## src/rtl/trenc_pkg.sv

```systemverilog
// Shared constants and types for the trace encoder ATB path.
package trenc_pkg;

  localparam int unsigned ATBWIDTH  = 64;
  localparam int unsigned ATB_BYTEW = $clog2(ATBWIDTH) - 3;
  localparam int unsigned ATIDW     = 7;

  localparam logic [ATIDW-1:0] TR_ATBID_CORE0 = 7'h10;
  localparam logic [ATIDW-1:0] TR_ATBID_CORE1 = 7'h11;
  localparam logic [ATIDW-1:0] TR_ATBID_CORE2 = 7'h12;
  localparam logic [ATIDW-1:0] TR_ATBID_CORE3 = 7'h13;

  typedef enum logic {ARB_IDLE, ARB_XFER} trenc_arb_state_e;

endpackage

```

## src/rtl/trenc_atb_arb_if.sv

```systemverilog
// ATB bundle between the per-core sources, the arbiter and the downstream funnel.
interface trenc_atb_arb_if import trenc_pkg::*; #(
  parameter int unsigned NUM_SRC = 4
);

  logic [NUM_SRC-1:0]           trenc_src_en_i;
  logic [NUM_SRC-1:0]           trenc_src_atvalid_i;
  logic [NUM_SRC-1:0]           trenc_src_atready_o;
  logic [NUM_SRC-1:0]           trenc_src_atlast_i;
  logic [NUM_SRC*ATBWIDTH-1:0]  trenc_src_atdata_i;
  logic [NUM_SRC*ATB_BYTEW-1:0] trenc_src_atbyte_i;
  logic [NUM_SRC*ATIDW-1:0]     trenc_src_atid_i;
  logic [NUM_SRC-1:0]           trenc_src_afvalid_o;
  logic [NUM_SRC-1:0]           trenc_src_afready_i;

  logic                         trenc_atvalid_o;
  logic                         trenc_atready_i;
  logic [ATBWIDTH-1:0]          trenc_atdata_o;
  logic [ATB_BYTEW-1:0]         trenc_atbyte_o;
  logic [ATIDW-1:0]             trenc_atid_o;
  logic                         trenc_afvalid_i;
  logic                         trenc_afready_o;

  // Arbiter side: drives the shared downstream ATB master port.
  modport master (
    input  trenc_src_en_i, trenc_src_atvalid_i, trenc_src_atlast_i,
           trenc_src_atdata_i, trenc_src_atbyte_i, trenc_src_atid_i,
           trenc_src_afready_i, trenc_atready_i, trenc_afvalid_i,
    output trenc_src_atready_o, trenc_src_afvalid_o, trenc_atvalid_o,
           trenc_atdata_o, trenc_atbyte_o, trenc_atid_o, trenc_afready_o
  );

  modport slave (
    output trenc_src_en_i, trenc_src_atvalid_i, trenc_src_atlast_i,
           trenc_src_atdata_i, trenc_src_atbyte_i, trenc_src_atid_i,
           trenc_src_afready_i, trenc_atready_i, trenc_afvalid_i,
    input  trenc_src_atready_o, trenc_src_afvalid_o, trenc_atvalid_o,
           trenc_atdata_o, trenc_atbyte_o, trenc_atid_o, trenc_afready_o
  );

endinterface

```

## src/rtl/trenc_rr_pick.sv

```systemverilog
// Rotating priority picker: first requester at or above ptr, wrapping.
module trenc_rr_pick #(
  parameter int unsigned NUM_SRC = 4,
  parameter int unsigned IW      = $clog2(NUM_SRC)
) (
  input  logic [NUM_SRC-1:0] req,
  input  logic [IW-1:0]      ptr,
  output logic [NUM_SRC-1:0] gnt_oh,
  output logic [IW-1:0]      gnt_idx,
  output logic               gnt_any
);

  logic [IW-1:0] idx;

  always_comb begin
    gnt_oh  = '0;
    gnt_idx = '0;
    gnt_any = 1'b0;
    idx     = '0;
    for (int unsigned k = 0; k < NUM_SRC; k++) begin
      idx = IW'((32'(ptr) + k) % NUM_SRC);
      if (!gnt_any && req[idx]) begin
        gnt_any     = 1'b1;
        gnt_idx     = idx;
        gnt_oh[idx] = 1'b1;
      end
    end
  end

endmodule

```

## src/rtl/trenc_atb_arb.sv

```systemverilog
// Round-robin ATB arbiter with whole-packet grant lock and flush fan-out/drain.
module trenc_atb_arb import trenc_pkg::*; #(
  parameter int unsigned NUM_SRC = 4
) (
  input  logic                  trenc_gclk_i,
  input  logic                  trenc_rst_i,
  trenc_atb_arb_if.master       bus
);

  localparam int unsigned IW = $clog2(NUM_SRC);

  trenc_arb_state_e     state_q, state_d;
  logic [IW-1:0]        gnt_q, gnt_d, rr_ptr_q, rr_ptr_d;
  logic [IW-1:0]        pick_idx, gnt_idx_c;
  logic [NUM_SRC-1:0]   req_c, pick_oh, gnt_oh_c;
  logic                 pick_any, gnt_vld_c, load_en_c, acc_c, src_drained_c;

  logic                 out_vld_q;
  logic [ATBWIDTH-1:0]  out_data_q;
  logic [ATB_BYTEW-1:0] out_byte_q;
  logic [ATIDW-1:0]     out_id_q;

  logic [ATBWIDTH-1:0]  src_data [NUM_SRC];
  logic [ATB_BYTEW-1:0] src_byte [NUM_SRC];
  logic [ATIDW-1:0]     src_id   [NUM_SRC];

  for (genvar i = 0; i < NUM_SRC; i++) begin : g_unpack
    assign src_data[i] = bus.trenc_src_atdata_i[i*ATBWIDTH +: ATBWIDTH];
    assign src_byte[i] = bus.trenc_src_atbyte_i[i*ATB_BYTEW +: ATB_BYTEW];
    assign src_id[i]   = bus.trenc_src_atid_i[i*ATIDW +: ATIDW];
  end

  assign req_c = bus.trenc_src_atvalid_i & bus.trenc_src_en_i;

  trenc_rr_pick #(.NUM_SRC(NUM_SRC), .IW(IW)) u_pick (
    .req     (req_c),
    .ptr     (rr_ptr_q),
    .gnt_oh  (pick_oh),
    .gnt_idx (pick_idx),
    .gnt_any (pick_any)
  );

  // Grant selection and packet-lock next state; IDLE uses the live pick.
  always_comb begin
    state_d          = state_q;
    gnt_d            = gnt_q;
    rr_ptr_d         = rr_ptr_q;
    load_en_c        = !out_vld_q || bus.trenc_atready_i;
    gnt_idx_c        = gnt_q;
    gnt_vld_c        = 1'b1;
    gnt_oh_c         = '0;
    gnt_oh_c[gnt_q]  = 1'b1;
    if (state_q == ARB_IDLE) begin
      gnt_idx_c = pick_idx;
      gnt_vld_c = pick_any;
      gnt_oh_c  = pick_oh;
    end
    acc_c = load_en_c && gnt_vld_c && bus.trenc_src_atvalid_i[gnt_idx_c];
    if (acc_c) begin
      if (bus.trenc_src_atlast_i[gnt_idx_c]) begin
        state_d  = ARB_IDLE;
        rr_ptr_d = (gnt_idx_c == IW'(NUM_SRC - 1)) ? '0 : gnt_idx_c + IW'(1);
      end else begin
        state_d = ARB_XFER;
        gnt_d   = gnt_idx_c;
      end
    end
  end

  always_ff @(posedge trenc_gclk_i) begin
    if (trenc_rst_i) begin
      state_q  <= ARB_IDLE;
      gnt_q    <= '0;
      rr_ptr_q <= '0;
    end else begin
      state_q  <= state_d;
      gnt_q    <= gnt_d;
      rr_ptr_q <= rr_ptr_d;
    end
  end

  // Single output stage; holds its beat while downstream stalls.
  always_ff @(posedge trenc_gclk_i) begin
    if (trenc_rst_i) begin
      out_vld_q  <= 1'b0;
      out_data_q <= '0;
      out_byte_q <= '0;
      out_id_q   <= '0;
    end else if (acc_c) begin
      out_vld_q  <= 1'b1;
      out_data_q <= src_data[gnt_idx_c];
      out_byte_q <= src_byte[gnt_idx_c];
      out_id_q   <= src_id[gnt_idx_c];
    end else if (bus.trenc_atready_i) begin
      out_vld_q  <= 1'b0;
    end
  end

  assign bus.trenc_src_atready_o = {NUM_SRC{load_en_c}} & gnt_oh_c & bus.trenc_src_atvalid_i;
  assign bus.trenc_atvalid_o     = out_vld_q;
  assign bus.trenc_atdata_o      = out_data_q;
  assign bus.trenc_atbyte_o      = out_byte_q;
  assign bus.trenc_atid_o        = out_id_q;

  // Disabled sources count as already flushed.
  assign src_drained_c           = &(bus.trenc_src_afready_i | ~bus.trenc_src_en_i);
  assign bus.trenc_src_afvalid_o = {NUM_SRC{bus.trenc_afvalid_i}} & bus.trenc_src_en_i;
  assign bus.trenc_afready_o     = bus.trenc_afvalid_i && src_drained_c &&
                                   (state_q == ARB_IDLE) && !out_vld_q;

endmodule
```

## src/flat_wrapper.sv

```systemverilog
// flat-port wrapper written by rule: the top's interface ports become plain ports
module trenc_atb_arb_flat import trenc_pkg::*;
#(
  parameter int unsigned NUM_SRC = 4
)
  (trenc_gclk_i, trenc_rst_i, bus_trenc_src_en_i, bus_trenc_src_atvalid_i, bus_trenc_src_atlast_i, bus_trenc_src_atdata_i, bus_trenc_src_atbyte_i, bus_trenc_src_atid_i, bus_trenc_src_afready_i, bus_trenc_atready_i, bus_trenc_afvalid_i, bus_trenc_src_atready_o, bus_trenc_src_afvalid_o, bus_trenc_atvalid_o, bus_trenc_atdata_o, bus_trenc_atbyte_o, bus_trenc_atid_o, bus_trenc_afready_o);
  trenc_atb_arb_if #(.NUM_SRC(NUM_SRC)) bus_i ();
  input  logic trenc_gclk_i;
  input  logic trenc_rst_i;
  input wire logic [$bits(bus_i.trenc_src_en_i)-1:0] bus_trenc_src_en_i;
  input wire logic [$bits(bus_i.trenc_src_atvalid_i)-1:0] bus_trenc_src_atvalid_i;
  input wire logic [$bits(bus_i.trenc_src_atlast_i)-1:0] bus_trenc_src_atlast_i;
  input wire logic [$bits(bus_i.trenc_src_atdata_i)-1:0] bus_trenc_src_atdata_i;
  input wire logic [$bits(bus_i.trenc_src_atbyte_i)-1:0] bus_trenc_src_atbyte_i;
  input wire logic [$bits(bus_i.trenc_src_atid_i)-1:0] bus_trenc_src_atid_i;
  input wire logic [$bits(bus_i.trenc_src_afready_i)-1:0] bus_trenc_src_afready_i;
  input wire logic [$bits(bus_i.trenc_atready_i)-1:0] bus_trenc_atready_i;
  input wire logic [$bits(bus_i.trenc_afvalid_i)-1:0] bus_trenc_afvalid_i;
  output wire logic [$bits(bus_i.trenc_src_atready_o)-1:0] bus_trenc_src_atready_o;
  output wire logic [$bits(bus_i.trenc_src_afvalid_o)-1:0] bus_trenc_src_afvalid_o;
  output wire logic [$bits(bus_i.trenc_atvalid_o)-1:0] bus_trenc_atvalid_o;
  output wire logic [$bits(bus_i.trenc_atdata_o)-1:0] bus_trenc_atdata_o;
  output wire logic [$bits(bus_i.trenc_atbyte_o)-1:0] bus_trenc_atbyte_o;
  output wire logic [$bits(bus_i.trenc_atid_o)-1:0] bus_trenc_atid_o;
  output wire logic [$bits(bus_i.trenc_afready_o)-1:0] bus_trenc_afready_o;
  assign bus_i.trenc_src_en_i = bus_trenc_src_en_i;
  assign bus_i.trenc_src_atvalid_i = bus_trenc_src_atvalid_i;
  assign bus_i.trenc_src_atlast_i = bus_trenc_src_atlast_i;
  assign bus_i.trenc_src_atdata_i = bus_trenc_src_atdata_i;
  assign bus_i.trenc_src_atbyte_i = bus_trenc_src_atbyte_i;
  assign bus_i.trenc_src_atid_i = bus_trenc_src_atid_i;
  assign bus_i.trenc_src_afready_i = bus_trenc_src_afready_i;
  assign bus_i.trenc_atready_i = bus_trenc_atready_i;
  assign bus_i.trenc_afvalid_i = bus_trenc_afvalid_i;
  assign bus_trenc_src_atready_o = bus_i.trenc_src_atready_o;
  assign bus_trenc_src_afvalid_o = bus_i.trenc_src_afvalid_o;
  assign bus_trenc_atvalid_o = bus_i.trenc_atvalid_o;
  assign bus_trenc_atdata_o = bus_i.trenc_atdata_o;
  assign bus_trenc_atbyte_o = bus_i.trenc_atbyte_o;
  assign bus_trenc_atid_o = bus_i.trenc_atid_o;
  assign bus_trenc_afready_o = bus_i.trenc_afready_o;
  trenc_atb_arb #(.NUM_SRC(NUM_SRC)) u_core (.trenc_gclk_i(trenc_gclk_i), .trenc_rst_i(trenc_rst_i), .bus(bus_i));
endmodule
```

## config.mk

```make
export PLATFORM = sky130hd
export DESIGN_NAME = trenc_atb_arb_flat
export DESIGN_NICKNAME = d
export VERILOG_FILES = /design/src/rtl/trenc_pkg.sv /design/src/rtl/trenc_atb_arb_if.sv /design/src/rtl/trenc_rr_pick.sv /design/src/rtl/trenc_atb_arb.sv /design/src/flat_wrapper.sv
export SDC_FILE = /design/constraint.sdc
export NUM_CORES = 1
export LEC_CHECK = 0
export CORE_AREA = 2 2 154 156
export CTS_CLUSTER_SIZE = 14
export DETAILED_ROUTE_END_ITERATION = 8
export DIE_AREA = 0 0 156 158
export PLACE_DENSITY = 0.73
export SETUP_SLACK_MARGIN = 0.02
export SKIP_CTS_REPAIR_TIMING = 1
export SYNTH_ARGS = -nofsm -noshare
export SYNTH_HDL_FRONTEND = slang
export SYNTH_HIERARCHICAL = 1
export SYNTH_SLANG_ARGS = --single-unit
```

## constraint.sdc

```tcl
create_clock -name trenc_gclk_i -period 4.22 [get_ports trenc_gclk_i]
set_input_delay 1.266 -clock trenc_gclk_i [delete_from_list [all_inputs] [get_ports trenc_gclk_i]]
set_output_delay 1.266 -clock trenc_gclk_i [all_outputs]
set_load 0.05 [all_outputs]
```

==> results of run 1 <==
## cells in the mapped netlist, drive strengths merged (5+ instances only)
library cell,n,area (sq um)
o31ai,75,563
buf,54,305
nand4,74,463
a22oi,8,60.1
dfxtp,80,1600
nand2,9,33.8
and2,8,50.1
o21ai,7,35.0
a21oi,80,412
ha,5,62.6
inv,12,45.0
nor2,7,26.3
mux4,78,1760
mux2i,7,86.3
clkbuf,29,109
## where the power goes
group	leakage [nW]	switching [mW]	internal (mW)	total (mW)
Combinational	3.16	4.07	3.21	7.27
Sequential	0.657	0.224	1.09	1.32
Clock	0.152	0.346	0.496	0.842
## flip-flops by register name (all words and copies together), names as in the netlist
signal	cells
u_core/state_q	1
u_core/gnt_q	2
u_core/bus.trenc_atdata_o	64
u_core/bus.trenc_atbyte_o	3
u_core/bus.trenc_atvalid_o	1
u_core/bus.trenc_atid_o	7
u_core/rr_ptr_q	2
## logic make-up (layout without fill, tap and decap cells)
family,after synthesis,after routing
XOR/XNOR,1,1
adder cells (fa/ha/maj),5,5
flip-flops,80,80
AND/OR/NAND/NOR,117,117
buffers and inverters,95,482
other,0,2
multiplexers,88,88
AO/OA/AOI/OAI,185,185
## per-layer routing
layer  routed length [um]  track usage (%)
met5                    0                0
met4                  610             6.90
met1                 9950             23.1
met3                 2210             5.09
met2                12900             33.7
## layout by cell type (no fill, tap or decap), types with 8 or more instances in the layout
| cell | n |
|---|---|
| clkdlybuf4s50_1 | 381 |
| dfxtp_1 | 80 |
| mux4_2 | 77 |
| a21oi_1 | 77 |
| nand4_1 | 74 |
| o31ai_1 | 74 |
| buf_4 | 49 |
| buf_12 | 16 |
| inv_1 | 12 |
| clkbuf_16 | 9 |
| nand2_1 | 9 |
| a22oi_1 | 8 |
## worst max-delay path, cell delays in order
cell	delay, ns
buf_6	0.09
and2_4	0.16
mux4_2	0.53
nor4b_4	0.37
a22oi_1	0.11
o21ai_1	0.09
inv_1	0.07
o22ai_2	0.15
and3_4	0.22
buf_12	0.13
## layout make-up
type | instances | share of cell area [%]
sequential | 80 | 14.7
antenna | 2 | 0.0461
tap | 290 | 3.34
inverter | 12 | 0.415
multi-input combinational | 396 | 36.5
clock inverter | 5 | 0.587
clock buffer | 11 | 2.33
timing repair buffer | 454 | 42.0
## worst min-delay path by stage
| stage | cells past startpoint | endpoint | slack [ns] |
|---|---|---|---|
| 2_1_floorplan | 2 | u_core/rr_ptr_q[0]$_SDFFE_PP0P_ | 0.50 |
| 3_3_place_gp | 2 | u_core/bus.trenc_atdata_o[1]$_SDFFE_PP0P_ | 0.45 |
| 3_5_place_dp | 2 | u_core/bus.trenc_atid_o[6]$_SDFFE_PP0P_ | 0.46 |
| 4_1_cts | 2 | u_core/bus.trenc_atid_o[6]$_SDFFE_PP0P_ | 0.47 |
| 5_1_grt | 2 | u_core/bus.trenc_atdata_o[26]$_SDFFE_PP0P_ | 0.49 |
| 6_report | 2 | u_core/bus.trenc_atid_o[6]$_SDFFE_PP0P_ | 0.47 |
## per-stage QoR
| stage | setup WS, ns | total power, mW | TNS, ns | instances | hold WS [ns] |
|---|---|---|---|---|---|
| 2_1_floorplan | -0.0539 | 6.21 | -0.171 | 571 | 0.496 |
| 3_3_place_gp | -0.654 | 8.51 | -41.44 | 1232 | 0.453 |
| 3_5_place_dp | -0.669 | 8.59 | -49.90 | 1232 | 0.460 |
| 4_1_cts | -0.675 | 9.46 | -21.01 | 1248 | 0.470 |
| 5_1_grt | -0.381 | 9.95 | -1.19 | 1250 | 0.489 |
| 6_report | -0.247 | 9.43 | -0.745 | 1250 | 0.465 |
==> results.sh, run 1 <==
export IMPL_synthMuxAreaShare_pct=31.8
export IMPL_overflow=0
export IMPL_io_pins=400
export IMPL_clock_fmax_mhz=224
export IMPL_hold_class="reg -> reg"
export IMPL_synth_top_family_by_area="multiplexers"
export IMPL_num_fill_cells=2104
export IMPL_vdd_drop_max_mv=0.546
export IMPL_reg2reg_depth=14
export IMPL_fin_skew_ns=0.00885
export IMPL_synth_simple_area_share_pct=12.1
export IMPL_synthFlopType="dfxtp_1"
export IMPL_r2r_end="u_core/bus.trenc_atdata_o[29]$_SDFFE_PP0P_"
export IMPL_grt_usage_pct=19.4
export IMPL_wire_per_inst_um=20.5
export IMPL_htreeDepth=3
export IMPL_slew_headroom_pct=35.4
export IMPL_clock_latency_ns=0.34
export IMPL_dp_hpwl_um=20000
export IMPL_drt_pass1_iterations=4
export IMPL_final_antenna_net_count=0
export IMPL_dieArea_sq_um=24600
export IMPL_crit_required_ns=2.95
export IMPL_core_sq_um=23100
export IMPL_tightest_slew_ns=0.968
export IMPL_setup_ws_ns=-0.247
export IMPL_critPathKind="in -> out"
export IMPL_synth_avg_cell_area_sq_um=10.4
export IMPL_cap_violations=0
export IMPL_numCtsBuffers=9
export IMPL_die_x_um=156
export IMPL_antenna_found_initial=2
export IMPL_rows=56
export IMPL_status="complete, but fails checks"
export IMPL_drive_gt1_share_pct=20.1
export IMPL_synth_compound_area_share_pct=20.2
export IMPL_synth_fp_nets=892
export IMPL_regArea_sq_um=1600
export IMPL_ys_warn_count=6
export IMPL_synthXorXnorAreaFrac_pct=0.148
export IMPL_gp_congestion=0.881
export IMPL_rsz0062_at_grt="true"
export IMPL_powerDensity_nw_per_um2=868
export IMPL_violations="setup timing"
export IMPL_io_buffer_count=399
export IMPL_clock_path_buffers=2
export IMPL_critPathCapture="bus_trenc_src_atready_o[2]"
export IMPL_crit_start="bus_trenc_src_en_i[2]"
export IMPL_area_growth_pct=83.2
export IMPL_wirelength_um=25600
export IMPL_path_clk_slew_ns=0.07
export IMPL_start_util_pct=25.7
export IMPL_yosysUniqueCellTypes=50
export IMPL_cts_root_buf="clkbuf_16"
export IMPL_place_area_sq_um=10500
export IMPL_fp_dieH_um=158
export IMPL_vias=6814
export IMPL_fin_area_sq_um=10900
export IMPL_multiInputGateArea_sq_um=3970
export IMPL_p_leak_nw=3.97
export IMPL_setup_viol=4
export IMPL_grt_pass1_vias=6736
export IMPL_drtIter0Drc=338
export IMPL_seq_area_frac_synth_pct=27.0
export IMPL_grt_pass1_wl_um=37000
export IMPL_reg2reg_setup_slack_ns=0.60
export IMPL_vias_per_cell=5.45
export IMPL_async_reset_ff_share_pct=0
export IMPL_min_period_ns=4.47
export IMPL_layout_worst_path_cycle_share_pct=106
export IMPL_ys_ff_latch=80
export IMPL_cts_sinks=80
export IMPL_final_max_slew_viol_count=0
export IMPL_crit_fanout=6
export IMPL_synth_edf_count=0
export IMPL_hp_start="u_core/bus.trenc_atid_o[6]$_SDFFE_PP0P_"
export IMPL_syn_inst=571
export IMPL_start_kind="input port"
export IMPL_remaining_drc_errors=0
export IMPL_cts_tree="done"
export IMPL_synth_fa_ha_area_share_pct=1.05
export IMPL_grt_start_max_net_pins=44
export IMPL_r2r_start="u_core/rr_ptr_q[0]$_SDFFE_PP0P_"
export IMPL_syn_area_sq_um=5930
export IMPL_post_route_util_pct=47.1
export IMPL_hold_viol=0
export IMPL_worst_endpoint_arrival_ns=3.20
export IMPL_end_kind="primary output"
export IMPL_final_nets=1274
Power figures use the tool's default switching activity.
==> run 2, diff against run 1 <==
- CORE_AREA: 2 2 154 156 -> 4 4 152 154
- PLACE_DENSITY: 0.73 -> 0.76
==> run 2 against run 1 <==
The run still ends with setup timing left. Global-route usage grew 0.56 points. Register-to-register slack worse by 0.19 ns. Critical path depth is the same. Critical path type unchanged. Critical endpoint is now bus_trenc_src_atready_o[1].
==> results.sh, run 2 (synthesis results as in run 1) <==
export IMPL_io_buffer_count=399
export IMPL_fin_skew_ns=0.0100
export IMPL_crit_path_top_delay_cell="mux4_2"
export IMPL_p_leak_nw=3.96
export IMPL_swShare_pct=49.2
export IMPL_crit_chain="buf_6 -> and2_4 -> mux4_2 -> nor4b_4 -> a22oi_1 -> o21ai_0 -> inv_1 -> o21ai_0 -> and3_4 -> buf_12"
export IMPL_end_kind="primary output"
export IMPL_clock_latency_ns=0.34
export IMPL_clock_power_share_pct=8.9
export IMPL_cts_sinks=80
export IMPL_crit_required_ns=2.95
export IMPL_slew_headroom_pct=38.5
export IMPL_die_x_um=156
export IMPL_final_antenna_net_count=0
export IMPL_grt_pass1_vias=6740
export IMPL_io_pins=400
export IMPL_min_period_ns=4.52
export IMPL_reg2reg_depth=15
export IMPL_comb_power_share_pct=77.4
export IMPL_violations="setup timing"
export IMPL_wirelength_um=27200
export IMPL_numCtsBuffers=9
export IMPL_gp_congestion=0.858
export IMPL_tightest_slew_ns=0.921
export IMPL_start_util_pct=27.4
export IMPL_vias_per_cell=5.51
export IMPL_path_clk_slew_ns=0.06
export IMPL_drt_pass1_iterations=5
export IMPL_layout_worst_path_cycle_share_pct=107
export IMPL_r2r_end="u_core/bus.trenc_atdata_o[37]$_SDFFE_PP0P_"
export IMPL_clock_path_buffers=2
export IMPL_fp_dieH_um=158
export IMPL_cp_top_family="simple AND/OR/NAND/NOR gates"
export IMPL_final_common_cell="clkdlybuf4s50_1"
export IMPL_setup_ws_ns=-0.302
export IMPL_vdd_drop_max_mv=0.701
export IMPL_hp_start="u_core/bus.trenc_atdata_o[18]$_SDFFE_PP0P_"
export IMPL_slowest_delay_ns=0.52
export IMPL_critical_path_buf_inv_count=3
export IMPL_grt_pass1_wl_um=38600
export IMPL_grt_start_max_net_pins=75
export IMPL_num_fill_cells=1950
export IMPL_grt_usage_pct=19.9
export IMPL_p_int_mw=4.86
export IMPL_area_growth_pct=83.9
export IMPL_htreeDepth=3
export IMPL_wire_per_inst_um=22.1
export IMPL_vias=6795
export IMPL_dp_hpwl_um=20200
export IMPL_cap_violations=0
export IMPL_drtIter0Drc=400
export IMPL_critPathKind="in -> out"
export IMPL_critPathCapture="bus_trenc_src_atready_o[1]"
export IMPL_cts_tree="done"
export IMPL_powerDensity_nw_per_um2=876
export IMPL_crit_fanout=6
export IMPL_diodes=0
export IMPL_drive_gt1_share_pct=20.3
export IMPL_final_max_slew_viol_count=0
export IMPL_power_switching_mw=4.70
export IMPL_antenna_found_initial=0
export IMPL_rows=54
export IMPL_start_kind="input port"
export IMPL_hold_slack_ns=0.468
export IMPL_largest_register_ffs=64
export IMPL_status="complete, but fails checks"
export IMPL_reg2reg_setup_slack_ns=0.41
export IMPL_overflow=0
export IMPL_cts_root_buf="clkbuf_16"
export IMPL_hold_class="reg -> reg"
export IMPL_core_sq_um=21700
export IMPL_worst_endpoint_arrival_ns=3.26
export IMPL_remaining_drc_errors=0
export IMPL_crit_start="bus_trenc_src_en_i[2]"
export IMPL_timing_critical_path_mode_cell="o21ai_0"
export IMPL_dieArea_sq_um=24600
export IMPL_clock_fmax_mhz=221
export IMPL_final_nets=1269
export IMPL_r2r_start="u_core/rr_ptr_q[0]$_SDFFE_PP0P_"
export IMPL_hold_viol=0
export IMPL_setup_viol=4
export IMPL_seqPwrFrac_pct=13.8
export IMPL_final_setup_tns_ns=-1.12
export IMPL_rsz0062_at_grt="true"
export IMPL_cp_depth=10
export IMPL_final_cell_mix="clkdlybuf4s50_1 (381), dfxtp_1 (80), mux4_2 (77), a21oi_1 (77), nand4_1 (74)"
run 2: final cells by class:
| class | instances | area (sq um) | area share [%] |
|---|---|---|---|
| clock inverters | 5 | 81.3 | 0.745 |
| inverters | 12 | 45.0 | 0.413 |
| well taps | 280 | 350 | 3.21 |
| flip-flops and latches | 80 | 1600 | 14.7 |
| multi-input cells | 396 | 4010 | 36.7 |
| repair buffers | 449 | 4590 | 42.1 |
| clock buffers | 11 | 233 | 2.13 |
run 2: stage by stage:
step	setup WS [ns]	instance area (sq um)	util (%)	std cells	power, mW
after floorplan	-0.0539	5970	-	571	6.21
after global placement	-0.670	10500	48.3	1210	8.44
after detailed placement	-0.705	10500	48.3	1210	8.50
after CTS	-0.716	10800	49.8	1226	9.38
after global routing	-0.399	10900	50.3	1233	10.1
final	-0.302	10900	50.3	1233	9.56
run 2: worst min-delay path by stage:
stage                                                 end  slack [ns]  depth (start not counted)
2_1_floorplan             u_core/rr_ptr_q[0]$_SDFFE_PP0P_        0.50                          2
3_3_place_gp      u_core/bus.trenc_atid_o[2]$_SDFFE_PP0P_        0.45                          2
4_1_cts        u_core/bus.trenc_atdata_o[22]$_SDFFE_PP0P_        0.47                          2
3_5_place_dp      u_core/bus.trenc_atid_o[4]$_SDFFE_PP0P_        0.46                          2
5_1_grt           u_core/bus.trenc_atid_o[4]$_SDFFE_PP0P_        0.48                          2
6_report       u_core/bus.trenc_atdata_o[18]$_SDFFE_PP0P_        0.47                          2
run 2: power groups by stage:
stage / Combinational [mW] / Sequential, mW / Clock (mW)
floorplan: 3.91 / 2.30 / 0
global placement: 7.12 / 1.31 / 0
detailed placement: 7.17 / 1.32 / 0
CTS: 7.19 / 1.31 / 0.876
global route: 7.83 / 1.35 / 0.900
finish: 7.39 / 1.31 / 0.849
run 2: worst reg2reg max path, stage by stage, from the launching register on:
cell and delay (ns):
dfxtp_1 0.52, inv_1 0.11, ha_1 0.37, mux4_2 0.37, buf_4 0.17, buf_4 0.15
nor4_1 0.24, nor2_1 0.09, a32o_1 0.26, a211oi_1 0.33, a21oi_2 0.05, buf_4 0.20
a21oi_4 0.28, clkbuf_16 0.31, o31ai_1 0.13, a21oi_1 0.18
run 2: layer usage:
layer	GRT usage, %	part of all wire (%)	vias up
li1	-	-	3100
met1	23.5	37	3258
met2	36.2	52	408
met3	5.36	9.6	29
met4	4.46	1.7	0
met5	0	0	-
==> run 3, diff against run 2 <==
- REMOVE_ABC_BUFFERS: not set -> 1
==> run 3 against run 2 <==
The flow still finishes with violations (setup timing). Die area unchanged. Critical path depth stayed put. Global-route usage decreased by 1.4 points. Highest routed layer unchanged. Combinational power shrank 2%. Design area is 0.53% lower. Routed wire length shrank 8.2%. Final cell count rose by 0.65%. Clock power fell by 4.5%. Largest power group unchanged.
==> results.sh, run 3 (synthesis results as in run 1) <==
export IMPL_setup_viol=4
export IMPL_p_leak_nw=3.99
export IMPL_final_cell_mix="clkdlybuf4s50_1 (381), dfxtp_1 (80), mux4_2 (77), a21oi_1 (77), o31ai_1 (75)"
export IMPL_core_sq_um=21700
export IMPL_cts_sinks=80
export IMPL_drive_gt1_share_pct=19.8
export IMPL_vdd_drop_max_mv=0.579
export IMPL_critPathKind="in -> out"
export IMPL_r2r_start="u_core/rr_ptr_q[1]$_SDFFE_PP0P_"
export IMPL_min_period_ns=4.53
export IMPL_start_util_pct=27.4
export IMPL_num_fill_cells=1994
export IMPL_clock_power_share_pct=8.7
export IMPL_grt_usage_pct=18.6
export IMPL_finalPower_mw=9.36
export IMPL_clock_fmax_mhz=221
export IMPL_wirelength_um=25000
export IMPL_final_antenna_net_count=0
export IMPL_powerDensity_nw_per_um2=863
export IMPL_htreeDepth=3
export IMPL_rsz0062_at_grt="true"
export IMPL_cts_tree="done"
export IMPL_dieArea_sq_um=24600
export IMPL_remaining_drc_errors=0
export IMPL_power_switching_mw=4.58
export IMPL_die_x_um=156
export IMPL_fp_dieH_um=158
export IMPL_slew_headroom_pct=50.6
export IMPL_grt_pass1_wl_um=36500
export IMPL_vias_per_cell=5.49
export IMPL_rows=54
export IMPL_p_int_mw=4.78
export IMPL_drtIter0Drc=378
export IMPL_gp_congestion=0.809
export IMPL_cap_violations=0
export IMPL_pre_cts_ws_ns=-0.684
export IMPL_swShare_pct=48.9
export IMPL_grt_pass1_vias=6821
export IMPL_crit_required_ns=2.95
export IMPL_hold_viol=0
export IMPL_start_kind="input port"
export IMPL_drt_pass1_iterations=5
export IMPL_seqPwrFrac_pct=13.9
export IMPL_setup_ws_ns=-0.313
export IMPL_dp_hpwl_um=19700
export IMPL_wire_per_inst_um=20.1
export IMPL_fin_skew_ns=0.00739
export IMPL_final_common_cell="clkdlybuf4s50_1"
export IMPL_cts_root_buf="clkbuf_16"
export IMPL_status="complete, but fails checks"
export IMPL_final_max_slew_viol_count=0
export IMPL_diodes=0
export IMPL_layout_worst_path_cycle_share_pct=107
export IMPL_hold_class="reg -> reg"
export IMPL_final_nets=1277
export IMPL_io_pins=400
export IMPL_crit_fanout=5
export IMPL_clock_latency_ns=0.34
export IMPL_grt_start_max_net_pins=50
export IMPL_final_setup_tns_ns=-0.967
export IMPL_numCtsBuffers=9
export IMPL_tightest_slew_ns=0.740
export IMPL_hp_start="u_core/bus.trenc_atdata_o[48]$_SDFFE_PP0P_"
export IMPL_antenna_found_initial=0
export IMPL_post_route_util_pct=50.0
export IMPL_vias=6808
export IMPL_dp_cells=1220
export IMPL_overflow=0
export IMPL_io_buffer_count=399
export IMPL_path_clk_slew_ns=0.07
export IMPL_violations="setup timing"
export IMPL_area_growth_pct=82.9
export IMPL_worst_endpoint_arrival_ns=3.27
export IMPL_clock_path_buffers=2
export IMPL_comb_power_share_pct=77.4
export IMPL_crit_start="bus_trenc_src_en_i[2]"
export IMPL_end_kind="primary output"
export IMPL_largest_register_ffs=64
export IMPL_stdcell_count=1241
## run 3: changes by cell type in the layout (fill, tap and decap cells not counted), sizes merged
cell,change
clkinv,-2
buf,+8
bufinv,-1
inv,+2
clkinvlp,+1
## run 3: routing by layer
| layer | routed length [um] | GRT usage (%) | part of all wire (%) |
|---|---|---|---|
| met1 | 9260 | 22.2 | 37 |
| met2 | 13000 | 32.6 | 52 |
| met3 | 2210 | 4.98 | 8.8 |
| met4 | 527 | 5.79 | 2.1 |
| met5 | 0 | 0 | 0 |
## run 3: worst paths after layout
path	depth (start not counted)	slack, ns	endpoint
setup / recovery	10	-0.31	bus_trenc_src_atready_o[1]
hold / removal	2	0.47	u_core/bus.trenc_atdata_o[48]$_SDFFE_PP0P_
setup reg to reg	14	0.69	u_core/gnt_q[0]$_SDFFE_PP0P_
hold reg to reg	2	0.47	u_core/bus.trenc_atdata_o[48]$_SDFFE_PP0P_
## run 3: power by group through the flow
stage | Clock [mW] | Combinational [mW] | Sequential [mW]
after floorplan | 0 | 3.58 | 2.34
after global placement | 0 | 7.11 | 1.30
after detailed placement | 0 | 7.18 | 1.31
after CTS | 0.835 | 7.20 | 1.30
after global routing | 0.865 | 7.68 | 1.34
final | 0.811 | 7.25 | 1.31
## run 3: final cells by class
type	count	area, sq um	area share (%)
flip-flops and latches	80	1600	14.8
clock buffers	11	243	2.24
inverters	12	45.0	0.415
multi-input cells	396	3930	36.2
well taps	280	350	3.23
clock inverters	5	62.6	0.576
repair buffers	457	4620	42.5
## run 3: stage by stage
stage	hold WS (ns)	instance area (sq um)
2_1_floorplan	0.603	5520
3_3_place_gp	0.453	10500
3_5_place_dp	0.460	10500
4_1_cts	0.468	10800
5_1_grt	0.482	10900
6_report	0.466	10900
## run 3: critical path: stages
cell     delay, ns
buf_6         0.09
and2_4        0.16
mux4_2        0.53
nor4b_4       0.40
a22oi_1       0.13
o21ai_0       0.09
inv_1         0.07
o21ai_1       0.14
and3_1        0.23
buf_12        0.15
